===== src/rtl/pipeline_stall_controller.sv =====
// Central stall/flush sequencer: merges hazard requests with the data-memory handshake.
// Optional performance counters are built only when STALL_PERF_EN is defined.
module pipeline_stall_controller #(
    parameter int MEM_TIMEOUT = 64,
    parameter int CNT_W       = 16
) (
    input  logic             clk,
    input  logic             rst_n,
    input  logic             hz_stall,
    input  logic             hz_flush,
    input  logic             dmem_req,
    input  logic             dmem_ready,
    input  logic             err_clear,
    output logic             pc_en,
    output logic             ifid_en,
    output logic             idex_en,
    output logic             exmem_en,
    output logic             memwb_en,
    output logic             ifid_flush,
    output logic             idex_bubble,
    output logic             mem_timeout,
    output logic [1:0]       state,
    output logic [CNT_W-1:0] hz_stall_cnt,
    output logic [CNT_W-1:0] mem_stall_cnt
);

    localparam logic [1:0] S_RUN   = 2'd0;
    localparam logic [1:0] S_WAIT  = 2'd1;
    localparam logic [1:0] S_ERROR = 2'd2;

    localparam logic [CNT_W-1:0] WAIT_LAST = CNT_W'(MEM_TIMEOUT - 1);

    logic [1:0]       state_q, state_d;
    logic [CNT_W-1:0] wait_cnt_q, wait_cnt_d;
    logic             flush_pend_q, flush_pend_d;
    logic             mem_block;
    logic             adv_ok;
    logic [4:0]       en;

    assign mem_block = dmem_req && !dmem_ready;

    always_ff @(posedge clk) begin
        if (!rst_n) begin
            state_q      <= S_RUN;
            wait_cnt_q   <= '0;
            flush_pend_q <= 1'b0;
        end else begin
            state_q      <= state_d;
            wait_cnt_q   <= wait_cnt_d;
            flush_pend_q <= flush_pend_d;
        end
    end

    always_comb begin
        state_d      = state_q;
        wait_cnt_d   = wait_cnt_q;
        flush_pend_d = flush_pend_q;
        case (state_q)
            S_RUN: begin
                if (mem_block) begin
                    state_d      = S_WAIT;
                    wait_cnt_d   = CNT_W'(1);
                    flush_pend_d = flush_pend_q | hz_flush;
                end else if (!hz_stall) begin
                    flush_pend_d = 1'b0;
                end
            end
            S_WAIT: begin
                if (dmem_ready) begin
                    state_d    = S_RUN;
                    wait_cnt_d = '0;
                    // A stall in the resume cycle keeps the pending flush for the next advance
                    if (!hz_stall) flush_pend_d = 1'b0;
                end else if (wait_cnt_q == WAIT_LAST) begin
                    state_d = S_ERROR;
                end else begin
                    wait_cnt_d   = wait_cnt_q + CNT_W'(1);
                    flush_pend_d = flush_pend_q | hz_flush;
                end
            end
            S_ERROR: begin
                if (err_clear) begin
                    state_d      = S_RUN;
                    wait_cnt_d   = '0;
                    flush_pend_d = 1'b0;
                end
            end
            default: begin
                state_d      = S_RUN;
                wait_cnt_d   = '0;
                flush_pend_d = 1'b0;
            end
        endcase
    end

    always_comb begin
        adv_ok      = 1'b0;
        en          = 5'b00000;
        ifid_flush  = 1'b0;
        idex_bubble = 1'b0;
        mem_timeout = 1'b0;
        case (state_q)
            S_RUN:   adv_ok = !mem_block;
            S_WAIT: begin
                if (dmem_ready)                    adv_ok      = 1'b1;
                else if (wait_cnt_q == WAIT_LAST)  mem_timeout = 1'b1;
            end
            default: adv_ok = 1'b0;
        endcase
        if (adv_ok) begin
            if (hz_stall) begin
                en          = 5'b00111;
                idex_bubble = 1'b1;
            end else begin
                en         = 5'b11111;
                ifid_flush = hz_flush | flush_pend_q;
            end
        end
        if (!rst_n) begin
            en          = 5'b00000;
            ifid_flush  = 1'b0;
            idex_bubble = 1'b0;
            mem_timeout = 1'b0;
        end
    end

    assign {pc_en, ifid_en, idex_en, exmem_en, memwb_en} = en;
    assign state = state_q;

`ifdef STALL_PERF_EN
    logic [CNT_W-1:0] hz_cnt_q, mem_cnt_q;
    logic             mem_frz;

    function automatic logic [CNT_W-1:0] sat_inc(input logic [CNT_W-1:0] v);
        return (&v) ? v : v + CNT_W'(1);
    endfunction

    // Counts the RUN cycle that enters MEM_WAIT as well as every frozen wait/error cycle
    assign mem_frz = (state_q == S_RUN && mem_block) ||
                     (state_q == S_WAIT && !dmem_ready) ||
                     (state_q == S_ERROR);

    always_ff @(posedge clk) begin
        if (!rst_n) begin
            hz_cnt_q  <= '0;
            mem_cnt_q <= '0;
        end else begin
            if (idex_bubble) hz_cnt_q  <= sat_inc(hz_cnt_q);
            if (mem_frz)     mem_cnt_q <= sat_inc(mem_cnt_q);
        end
    end

    assign hz_stall_cnt  = hz_cnt_q;
    assign mem_stall_cnt = mem_cnt_q;
`else
    assign hz_stall_cnt  = '0;
    assign mem_stall_cnt = '0;
`endif

endmodule


===== config.mk =====
export PLATFORM = sky130hd
export DESIGN_NAME = pipeline_stall_controller
export DESIGN_NICKNAME = d
export VERILOG_FILES = /design/src/rtl/pipeline_stall_controller.sv
export SDC_FILE = /design/constraint.sdc
export NUM_CORES = 1
export LEC_CHECK = 0
export ABC_CLOCK_PERIOD_IN_PS = 2200
export BUFFER_PORTS_ARGS = -buffer_cell sky130_fd_sc_hd__buf_2
export CAP_MARGIN = 30
export CELL_PAD_IN_SITES_DETAIL_PLACEMENT = 0
export CELL_PAD_IN_SITES_GLOBAL_PLACEMENT = 1
export CORE_MARGIN = 2
export CORE_UTILIZATION = 35
export DETAILED_ROUTE_END_ITERATION = 6
export PLACE_DENSITY = 0.8
export REMOVE_ABC_BUFFERS = 1
export SLEW_MARGIN = 20
export SYNTH_ARGS = -nofsm -noshare
export SYNTH_HDL_FRONTEND = slang
export SYNTH_SLANG_ARGS = --single-unit

===== constraint.sdc =====
create_clock -name clk -period 2.2 [get_ports clk]
set_clock_uncertainty 0.05 [all_clocks]
set_input_delay 0.11 -clock clk [delete_from_list [all_inputs] [get_ports clk]]
set_output_delay 0.11 -clock clk [all_outputs]
set_load 0.02 [all_outputs]

==> summary.txt, run 1 <==
Detailed routing
  – Drt total wl: 2.90 mm
  – Initial drt markers: 22
  – Routed via count: 1204
  – Vias/cell: 5.15
  – Final routed DRC violation total: 0
  – Routed Antenna Nets: 0
  – First-pass DRT Iterations: 4
  – Wire per inst: 12.4 um

Synth
  – Ys async rst share: 0
  – Mapped Cells: 168
  – Post-synth EDFFs: 0
  – Avg Cell Area, Syn: 8.17 um^2
  – Sequential-to-total area share from yosys stat: 0.277
  – Most common cell in the synthesized netlist: buf_4
  – Synth cell types: 44
  – Mapped Area: 1370 um^2
  – Top cell type by total area after synthesis: dfxtp_1
  – Primary FF master, synth: dfxtp_1
  – Post-synth top cells: buf_4, dfxtp_1, nand2_1
  – Synth area leaders: dfxtp_1, buf_4, a21oi_1, o21ai_0, nand2_1
  – YS warnings: 0
  – Synth top area share: 0.277
  – Synth Register Bits: 19

Clock network
  – CTS Buffer Depth: 2
  – Num CTS Buffers: 3
  – Clock-pin slew on the worst setup and hold paths: 0.07 ns
  – H-tree depth: 1
  – Number of hold buffers added after cts: 0
  – TritonCTS clock tree: yes
  – CTS sink cnt: 19
  – Later-pin clock latency in the skew report: 0.25 ns
  – Root Driver: clkbuf_8

Setup path
  – Worst Setup SP: wait_cnt_q[5]
  – RR Startpoint: wait_cnt_q[5]
  – CP max FO: 9
  – CP endpoint kind: output port
  – CP required: 2.04 ns
  – Worst r2r dst: wait_cnt_q[5]
  – Setup CP Type: flop to output port
  – Crit path max-delay family: simple AND/OR/NAND/NOR gates
  – WP depth: 4
  – Crit-path cells: or3b_2 > or4_4 > nor2_1 > buf_4
  – Worst path max stage delay: 0.55 ns
  – Crit path buffers/inverters: 1
  – CP Launch Type: flop
  – End of the critical path: mem_timeout
  – R2R depth: 5
  – R2R setup slack: 0.13 ns
  – Slowest cell on crit path: or4_4
  – Arrival @ worst endpoint: 1.96 ns

Cells and area
  – Area Overhead vs Synth: 4.92%
  – Diodes inserted: 0
  – Share of cells above drive strength 1: 0.188
  – Layout Nets: 195
  – Post-route cell area: 1440 um^2
  – Finished Core Util: 0.388
  – Fillers: 417

Pwr
  – P_sw: 213 uW
  – Sw Share: 0.297
  – Flop pwr share: 0.490
  – PD cells: 497 nW/um^2
  – P_int: 504 uW
  – Logic pwr share: 0.173
  – Pleak: 0.000590 uW
  – Clock power share: 0.337
  – Peak VDD IR: 0.196 mV

Run
  – Max cap viols: 0

STA
  – Slew margin rel.: 0.604
  – RSZ-0062 raised after global routing: false
  – Slew Viols, Final: 0
  – Fin crit share: 0.966
  – Tmin final: 2.12 ns
  – FMAX: 471 MHz
  – Endpoints failing hold: 0
  – Worst Tran Pin Value: 0.591 ns
  – Fin worst setup slack: 0.0759 ns
  – Final setup fails: 0

Global route
  – First-pass GRT wire length: 4.93 mm
  – Vias in the first global route: 1090
  – Remaining Overflow, GRT: 0
  – Largest net degree at the start of global routing: 13
  – Gr usage total: 0.143
  – Initial antenna violation count: 0

Placement
  – Routability cong.: 0.755
  – IO Port Bufs: 16
  – HPWL Detailed: 2.10 mm
  – Post-Place Setup Slack: 0.213 ns
  – Placed cell area: 1380 um^2

Status
  – Outcome: finished clean

Floorplan
  – Effective utilization at floorplan: 0.369
  – Die ar.: 4440 um^2
  – Chip Height: 66.6 um
  – Io pins: 49
  – Die Wd: 66.6 um
  – # rows: 22
  – CORE AREA: 3720 um^2

Worst hold path
  – Worst Hold Depth: 2
  – Class of the worst hold path: input port to flop
==> power by group through the flow <==
| stage | combinational [uW] | clock [uW] | sequential (uW) |
|---|---|---|---|
| after floorplan | 88.0 | 0 | 360 |
| after global placement | 123 | 0 | 360 |
| after detailed placement | 122 | 0 | 360 |
| after CTS | 123 | 251 | 351 |
| after global routing | 134 | 265 | 352 |
| final | 124 | 241 | 351 |
==> sequential cells by signal, summed over array words and instances (netlist names) <==
signal / count
flush_pend_q: 1
state: 2
wait_cnt_q: 16
==> placed cells by master, fill, tap and decap left out, types with 2 or more instances in the layout <==
cell and count:
a21oi_1 9, a31oi_1 5, a41oi_1 2, and2_1 6, and4_1 2, buf_2 15
buf_4 9, clkbuf_8 3, conb_1 32, dfxtp_1 17, nand2_1 12, nand3_1 6
nand4_1 4, nor2_1 4, nor2b_1 3, nor3b_1 4, nor4_1 2, o21ai_0 9
o21ai_1 2, o21ba_2 2, o31ai_1 5, or3_1 4, or4_1 5, or4_4 2
==> repair_timing <==
item | in CTS | in global routing
endpoints found under the hold margin | 0 | 0
setup buffers | 1 | 0
gates resized for setup | 3 | 1
pin swaps | 1 | 0
setup endpoints to repair | 1 | 1
==> stage by stage <==
step | std cells | setup TNS (ns) | hold WS [ns] | power [uW]
final | 234 | 0 | 0.162 | 716
after detailed placement | 229 | 0 | 0.409 | 483
after global routing | 234 | 0 | 0.161 | 751
after floorplan | 158 | -1.03 | 0.191 | 448
after global placement | 229 | 0 | 0.406 | 484
after CTS | 234 | 0 | 0.155 | 725
==> how the worst min path moves through the flow <==
stage,start,endpoint,slack [ns]
after floorplan,rst_n,wait_cnt_q[6],0.19
after global placement,wait_cnt_q[1],wait_cnt_q[1],0.41
after detailed placement,wait_cnt_q[1],wait_cnt_q[1],0.41
after CTS,rst_n,wait_cnt_q[2],0.16
after global routing,rst_n,wait_cnt_q[6],0.16
final,rst_n,wait_cnt_q[2],0.16
==> routing by layer <==
layer	GRT usage	part of all wire
met5	0	0
met4	0.0510	0.012
met3	0.0304	0.053
met2	0.226	0.45
met1	0.190	0.48
==> final cells by class <==
type,instances,area (um^2),area share
flip-flops and latches,19,385,0.268
well taps,48,60.1,0.0417
multi-input cells,138,803,0.558
clock buffers,4,45.0,0.0313
inverters,1,3.75,0.00261
repair buffers,24,143,0.0990
==> cells by family after synthesis <==
| family | after synthesis | synth area share |
|---|---|---|
| other | 1 | 0.00273 |
| and+or+nand+nor | 59 | 0.261 |
| buffers and inverters | 42 | 0.222 |
| muxes | 1 | 0.00729 |
| adders and majority gates | 1 | 0.00911 |
| AOI/OAI and AO/OA | 45 | 0.221 |
| DFF | 19 | 0.277 |
(Power assumes the default switching activity.)
==> run 2: changes to the inputs <==
--- a/config.mk
+++ b/config.mk
@@ -5,15 +5,15 @@
 export SDC_FILE = /design/constraint.sdc
 export NUM_CORES = 1
 export LEC_CHECK = 0
-export ABC_CLOCK_PERIOD_IN_PS = 2200
+export ABC_CLOCK_PERIOD_IN_PS = 2700
 export BUFFER_PORTS_ARGS = -buffer_cell sky130_fd_sc_hd__buf_2
 export CAP_MARGIN = 30
 export CELL_PAD_IN_SITES_DETAIL_PLACEMENT = 0
 export CELL_PAD_IN_SITES_GLOBAL_PLACEMENT = 1
 export CORE_MARGIN = 2
-export CORE_UTILIZATION = 35
+export CORE_UTILIZATION = 38
 export DETAILED_ROUTE_END_ITERATION = 6
-export PLACE_DENSITY = 0.8
+export PLACE_DENSITY = 0.85
 export REMOVE_ABC_BUFFERS = 1
 export SLEW_MARGIN = 20
 export SYNTH_ARGS = -nofsm -noshare
==> constraint.sdc (replaced) <==
create_clock -name clk -period 2.7 [get_ports clk]
set_clock_uncertainty 0.05 [all_clocks]
set_input_delay 0.135 -clock clk [delete_from_list [all_inputs] [get_ports clk]]
set_output_delay 0.135 -clock clk [all_outputs]
set_load 0.02 [all_outputs]
==> run 2 against run 1 <==
Effect of this change:
- sequential cell count did not move
- global-route usage fell by 0.38 points
- design area fell by 4.5%
- final cell count fell by 3.0%
- die area fell by 7.4%
- highest routed layer is now met3
==> summary.txt, run 2 (synthesized netlist as in run 1, its figures left out) <==
STA
  – Endpoints failing hold: 0 (unchanged)
  – Worst hold margin: 0.130 ns (-0.0323 ns)
  – FMAX: 428 MHz
  – Worst Tran Pin Value: 0.728 ns (+0.137 ns)
  – Slew margin rel.: 0.511 (-0.0932)
  – Slew Viols, Final: 0 (unchanged)
  – RSZ-0062 raised after global routing: false
  – Fin crit share: 0.865
  – Tmin final: 2.33 ns
  – Final setup fails: 0 (unchanged)
  – Final setup TNS: 0 ns (unchanged)
  – Fin worst setup slack: 0.365 ns (+0.289 ns)

Setup path
  – Setup CP Type: flop to output port
  – Worst r2r dst: wait_cnt_q[2]
  – Worst Setup SP: wait_cnt_q[8]
  – CP required: 2.52 ns (+0.48 ns)
  – R2R setup slack: 0.64 ns (+0.51 ns)
  – CP max FO: 9 (unchanged)
  – CP endpoint kind: output port
  – End of the critical path: mem_timeout
  – Arrival @ worst endpoint: 2.15 ns (+0.19 ns)
  – RR Startpoint: wait_cnt_q[8]
  – R2R depth: 4 (-1)
  – CP Launch Type: flop

Cells and area
  – Commonest non-fill, non-tap cell in the layout: conb_1
  – Most frequent cells in the layout: conb_1, dfxtp_1, buf_2
  – Share of cells above drive strength 1: 0.160 (-0.0280)
  – Largest register FFs: 16 (unchanged)
  – Fillers: 382 (-8.4%)
  – Area Overhead vs Synth: 0.182%
  – Diodes inserted: 0 (unchanged)
  – Biggest register: wait_cnt_q
  – Layout Nets: 190 (-2.6%)
  – Non-Filler Instances: 227 (-3.0%)

Clock network
  – # Post-CTS Setup Buffers: 0 (-1)
  – CTS resizes: 0 (-3)
  – Clock-pin slew on the worst setup and hold paths: 0.12 ns (+0.05 ns)
  – TritonCTS clock tree: yes
  – Later-pin clock latency in the skew report: 0.30 ns (+0.05 ns)
  – Num CTS Buffers: 3 (unchanged)
  – CTS sink cnt: 19 (unchanged)
  – Root Driver: clkbuf_4
  – H-tree depth: 1 (unchanged)
  – CTS Buffer Depth: 2 (unchanged)
  – Number of hold buffers added after cts: 0 (unchanged)

Global route
  – Initial antenna violation count: 0 (unchanged)
  – Remaining Overflow, GRT: 0 (unchanged)
  – Largest net degree at the start of global routing: 15 (+2)
  – Vias in the first global route: 934 (-14%)
  – First-pass GRT wire length: 4.55 mm (-7.6%)
  – Gr usage total: 0.139 (-0.00376)

Detailed routing
  – Routed via count: 1169 (-2.9%)
  – Wire per inst: 12.4 um (+0.34%)
  – Vias/cell: 5.15 (about the same)
  – Final routed DRC violation total: 0 (unchanged)
  – Initial drt markers: 73 (+230%)
  – Routed Antenna Nets: 0 (unchanged)
  – First-pass DRT Iterations: 4 (unchanged)
  – Drt total wl: 2.82 mm (-2.7%)

Floorplan
  – Die ar.: 4110 um^2 (-7.4%)
  – Chip Height: 64.1 um (-3.8%)
  – # rows: 21 (-4.5%)
  – Io pins: 49 (unchanged)
  – CORE AREA: 3420 um^2 (-8.1%)
  – Die Wd: 64.1 um (-3.8%)
  – Effective utilization at floorplan: 0.402 (+0.0325)

Placement
  – IO Port Bufs: 16 (unchanged)
  – HPWL Detailed: 2.07 mm (-1.3%)
  – Placed Cells: 223 (-2.6%)
  – Routability cong.: 0.824 (+9.2%)
  – Post-Place Setup Slack: 0.689 ns (+0.476 ns)

Pwr
  – PD cells: 387 nW/um^2 (-22%)
  – Pleak: 0.000559 uW (-5.2%)
  – Peak VDD IR: 0.249 mV (+27%)

Run
  – Max cap viols: 0 (unchanged)

Worst hold path
  – Class of the worst hold path: input port to flop

Status
  – Outcome: finished clean
==> run 2: worst min-delay path by stage <==
stage	from	end	slack, ns	cells after the start
detailed placement	wait_cnt_q[1]	wait_cnt_q[1]	0.41	2
global route	rst_n	wait_cnt_q[0]	0.13	3
CTS	rst_n	wait_cnt_q[0]	0.12	3
global placement	wait_cnt_q[1]	wait_cnt_q[1]	0.40	2
floorplan	rst_n	wait_cnt_q[6]	0.22	1
finish	rst_n	wait_cnt_q[0]	0.13	3
==> run 2: per-layer routing <==
metal	vias to the layer above	track usage	routed length, um
li1	589	-	-
met4	0	0.0160	0
met5	-	0	0
met3	0	0.0387	235
met2	45	0.195	1160
met1	535	0.215	1420
==> run 2: per-stage QoR <==
step                 util  instance area (um^2)  power [uW]
global placement    0.395                  1350         391
detailed placement  0.395                  1350         390
floorplan               -                  1190         365
finish              0.403                  1380         532
CTS                 0.403                  1380         539
global route        0.403                  1380         565
==> run 2: power by group <==
part / internal, uW / switching, uW / total (uW)
Sequential: 283 / 3.96 / 287
Combinational: 20.6 / 77.4 / 98.0
Clock: 55.2 / 91.5 / 147
==> run 2: area by class of cell <==
type	count	area, um^2	area share
flip-flops and latches	19	380	0.277
inverters	1	3.75	0.00273
repair buffers	19	103	0.0746
multi-input cells	138	803	0.584
clock buffers	3	22.5	0.0164
clock inverters	1	5.00	0.00364
well taps	46	57.6	0.0419
==> run 2: worst max-delay path: stages, from the launching register on <==
cell and delay, ns:
dfxtp_1 0.39, or4_4 0.57, or4_4 0.58, nor2_1 0.12, buf_2 0.18
==> run 3: changes to the inputs <==
--- a/config.mk
+++ b/config.mk
@@ -14,7 +14,6 @@
 export CORE_UTILIZATION = 38
 export DETAILED_ROUTE_END_ITERATION = 6
 export PLACE_DENSITY = 0.85
-export REMOVE_ABC_BUFFERS = 1
 export SLEW_MARGIN = 20
 export SYNTH_ARGS = -nofsm -noshare
 export SYNTH_HDL_FRONTEND = slang
==> run 3 against run 2 <==
Effect of this change:
- non-clock buffer count did not move
- largest cell class unchanged
- utilization barely moved
- die area did not move
- sequential share of layout area barely moved
- design area barely moved
- critical endpoint unchanged
- clock-buffer cell count rose by 1
- critical path type unchanged
- first-iteration DRC count fell by 49%
==> summary.txt, run 3 (synthesized netlist as in run 1, its figures left out) <==
Setup path
  – CP required: 2.52 ns (about the same)
  – CP max FO: 9 (unchanged)
  – Crit path buffers/inverters: 1 (unchanged)
  – Crit-path cells: or4_4 > or4_4 > nor2_1 > buf_2
  – CP Launch Type: flop
  – Arrival @ worst endpoint: 2.17 ns (+0.02 ns)
  – Cell mode on critical path: or4_4
  – Worst path max stage delay: 0.58 ns (about the same)
  – Slowest cell on crit path: or4_4
  – RR Startpoint: wait_cnt_q[8]
  – R2R depth: 4 (unchanged)
  – CP endpoint kind: output port
  – Setup CP Type: flop to output port
  – Worst r2r dst: wait_cnt_q[5]
  – Crit path max-delay family: simple AND/OR/NAND/NOR gates
  – Worst Setup SP: wait_cnt_q[8]
  – R2R setup slack: 0.67 ns (+0.03 ns)

Clock network
  – CTS sink cnt: 19 (unchanged)
  – Later-pin clock latency in the skew report: 0.31 ns (about the same)
  – TritonCTS clock tree: yes
  – Root Driver: clkbuf_4
  – Clock-pin slew on the worst setup and hold paths: 0.11 ns (about the same)
  – # Post-CTS Setup Buffers: 0 (unchanged)
  – CTS Buffer Depth: 2 (unchanged)
  – CTS resizes: 0 (unchanged)
  – Num CTS Buffers: 3 (unchanged)
  – Number of hold buffers added after cts: 0 (unchanged)
  – H-tree depth: 1 (unchanged)

Global route
  – Gr usage total: 0.133 (-0.00586)
  – Initial antenna violation count: 0 (unchanged)
  – Largest net degree at the start of global routing: 15 (unchanged)
  – First-pass GRT wire length: 4.42 mm (-2.9%)
  – Remaining Overflow, GRT: 0 (unchanged)
  – Vias in the first global route: 947 (+1.4%)

Pwr
  – Peak VDD IR: 0.323 mV (+29%)
  – PD cells: 390 nW/um^2 (+0.75%)
  – Pleak: 0.000556 uW (-0.49%)

STA
  – Slew margin rel.: 0.494 (-0.0175)
  – Slew Viols, Final: 0 (unchanged)
  – Final setup TNS: 0 ns (unchanged)
  – Tmin final: 2.36 ns (+0.0217 ns)
  – Final setup fails: 0 (unchanged)
  – Fin crit share: 0.873 (+0.00803)
  – Endpoints failing hold: 0 (unchanged)
  – Worst Tran Pin Value: 0.754 ns (+0.0261 ns)
  – RSZ-0062 raised after global routing: false
  – FMAX: 424 MHz (-0.92%)

Floorplan
  – Io pins: 49 (unchanged)
  – Die Wd: 64.1 um (unchanged)
  – Die ar.: 4110 um^2 (unchanged)
  – Chip Height: 64.1 um (unchanged)
  – CORE AREA: 3420 um^2 (unchanged)
  – Effective utilization at floorplan: 0.402 (unchanged)
  – # rows: 21 (unchanged)

Detailed routing
  – First-pass DRT Iterations: 4 (unchanged)
  – Routed Antenna Nets: 0 (unchanged)
  – Initial drt markers: 37 (-49%)
  – Routed via count: 1161 (-0.68%)
  – Final routed DRC violation total: 0 (unchanged)
  – Vias/cell: 5.11 (-0.68%)
  – Wire per inst: 11.9 um (-4.4%)
  – Drt total wl: 2.69 mm (-4.4%)

Cells and area
  – Largest register FFs: 16 (unchanged)
  – Post-route cell area: 1370 um^2 (about the same)
  – Layout Nets: 190 (unchanged)
  – Diodes inserted: 0 (unchanged)
  – Most frequent cells in the layout: conb_1, dfxtp_1, buf_2
  – Share of cells above drive strength 1: 0.155 (-0.00552)
  – Fillers: 371 (-2.9%)
  – Multi-input gate area: 803 um^2 (unchanged)
  – Storage element area: 380 um^2 (unchanged)
  – Area Overhead vs Synth: 0.0914% (about the same)
  – Commonest non-fill, non-tap cell in the layout: conb_1
  – Biggest register: wait_cnt_q

Worst hold path
  – Hold path startpoint: rst_n
  – Worst Hold Depth: 2 (-1)
  – Class of the worst hold path: input port to flop
  – Endpoint with the worst hold slack: wait_cnt_q[6]

Placement
  – HPWL Detailed: 2.02 mm (-2.5%)
  – Routability cong.: 0.790 (-4.1%)
  – Placed cell area: 1350 um^2 (unchanged)
  – IO Port Bufs: 16 (unchanged)

Status
  – Outcome: finished clean

Run
  – Max cap viols: 0 (unchanged)
==> run 3: through the flow <==
step                hold WS, ns  std cells   util  total power (uW)  setup WS [ns]
finish                    0.100        227  0.402               536          0.343
global route             0.0916        227  0.402               566          0.262
CTS                      0.0908        227  0.402               542          0.346
detailed placement        0.417        223  0.395               390          0.704
global placement          0.409        223  0.395               391          0.714
floorplan                 0.297        199      -               407          0.624
==> run 3: worst max path at each step <==
stage | to | cells past startpoint
after global routing | mem_timeout | 4
final | mem_timeout | 4
after global placement | wait_cnt_q[5] | 4
after floorplan | mem_timeout | 5
after detailed placement | wait_cnt_q[5] | 4
after CTS | mem_timeout | 4
==> run 3: layer usage <==
layer / up-vias / GRT usage / share of wire
li1: 588 / - / -
met1: 532 / 0.199 / 0.52
met2: 38 / 0.194 / 0.42
met3: 3 / 0.0335 / 0.062
met4: 0 / 0.0239 / 0.0037
met5: - / 0 / 0
==> run 3: cell type report <==
cell class,count,area share
multi-input cells,138,0.585
flip-flops and latches,19,0.277
well taps,46,0.0419
repair buffers,19,0.0747
clock buffers,4,0.0191
inverters,1,0.00273
==> run 3: power by group <==
group | switching, uW | total, uW | internal [uW] | leakage (uW)
clock network | 93.2 | 151 | 57.7 | 0.0000150
registers | 3.61 | 287 | 283 | 0.000154
logic | 77.1 | 97.7 | 20.5 | 0.000388
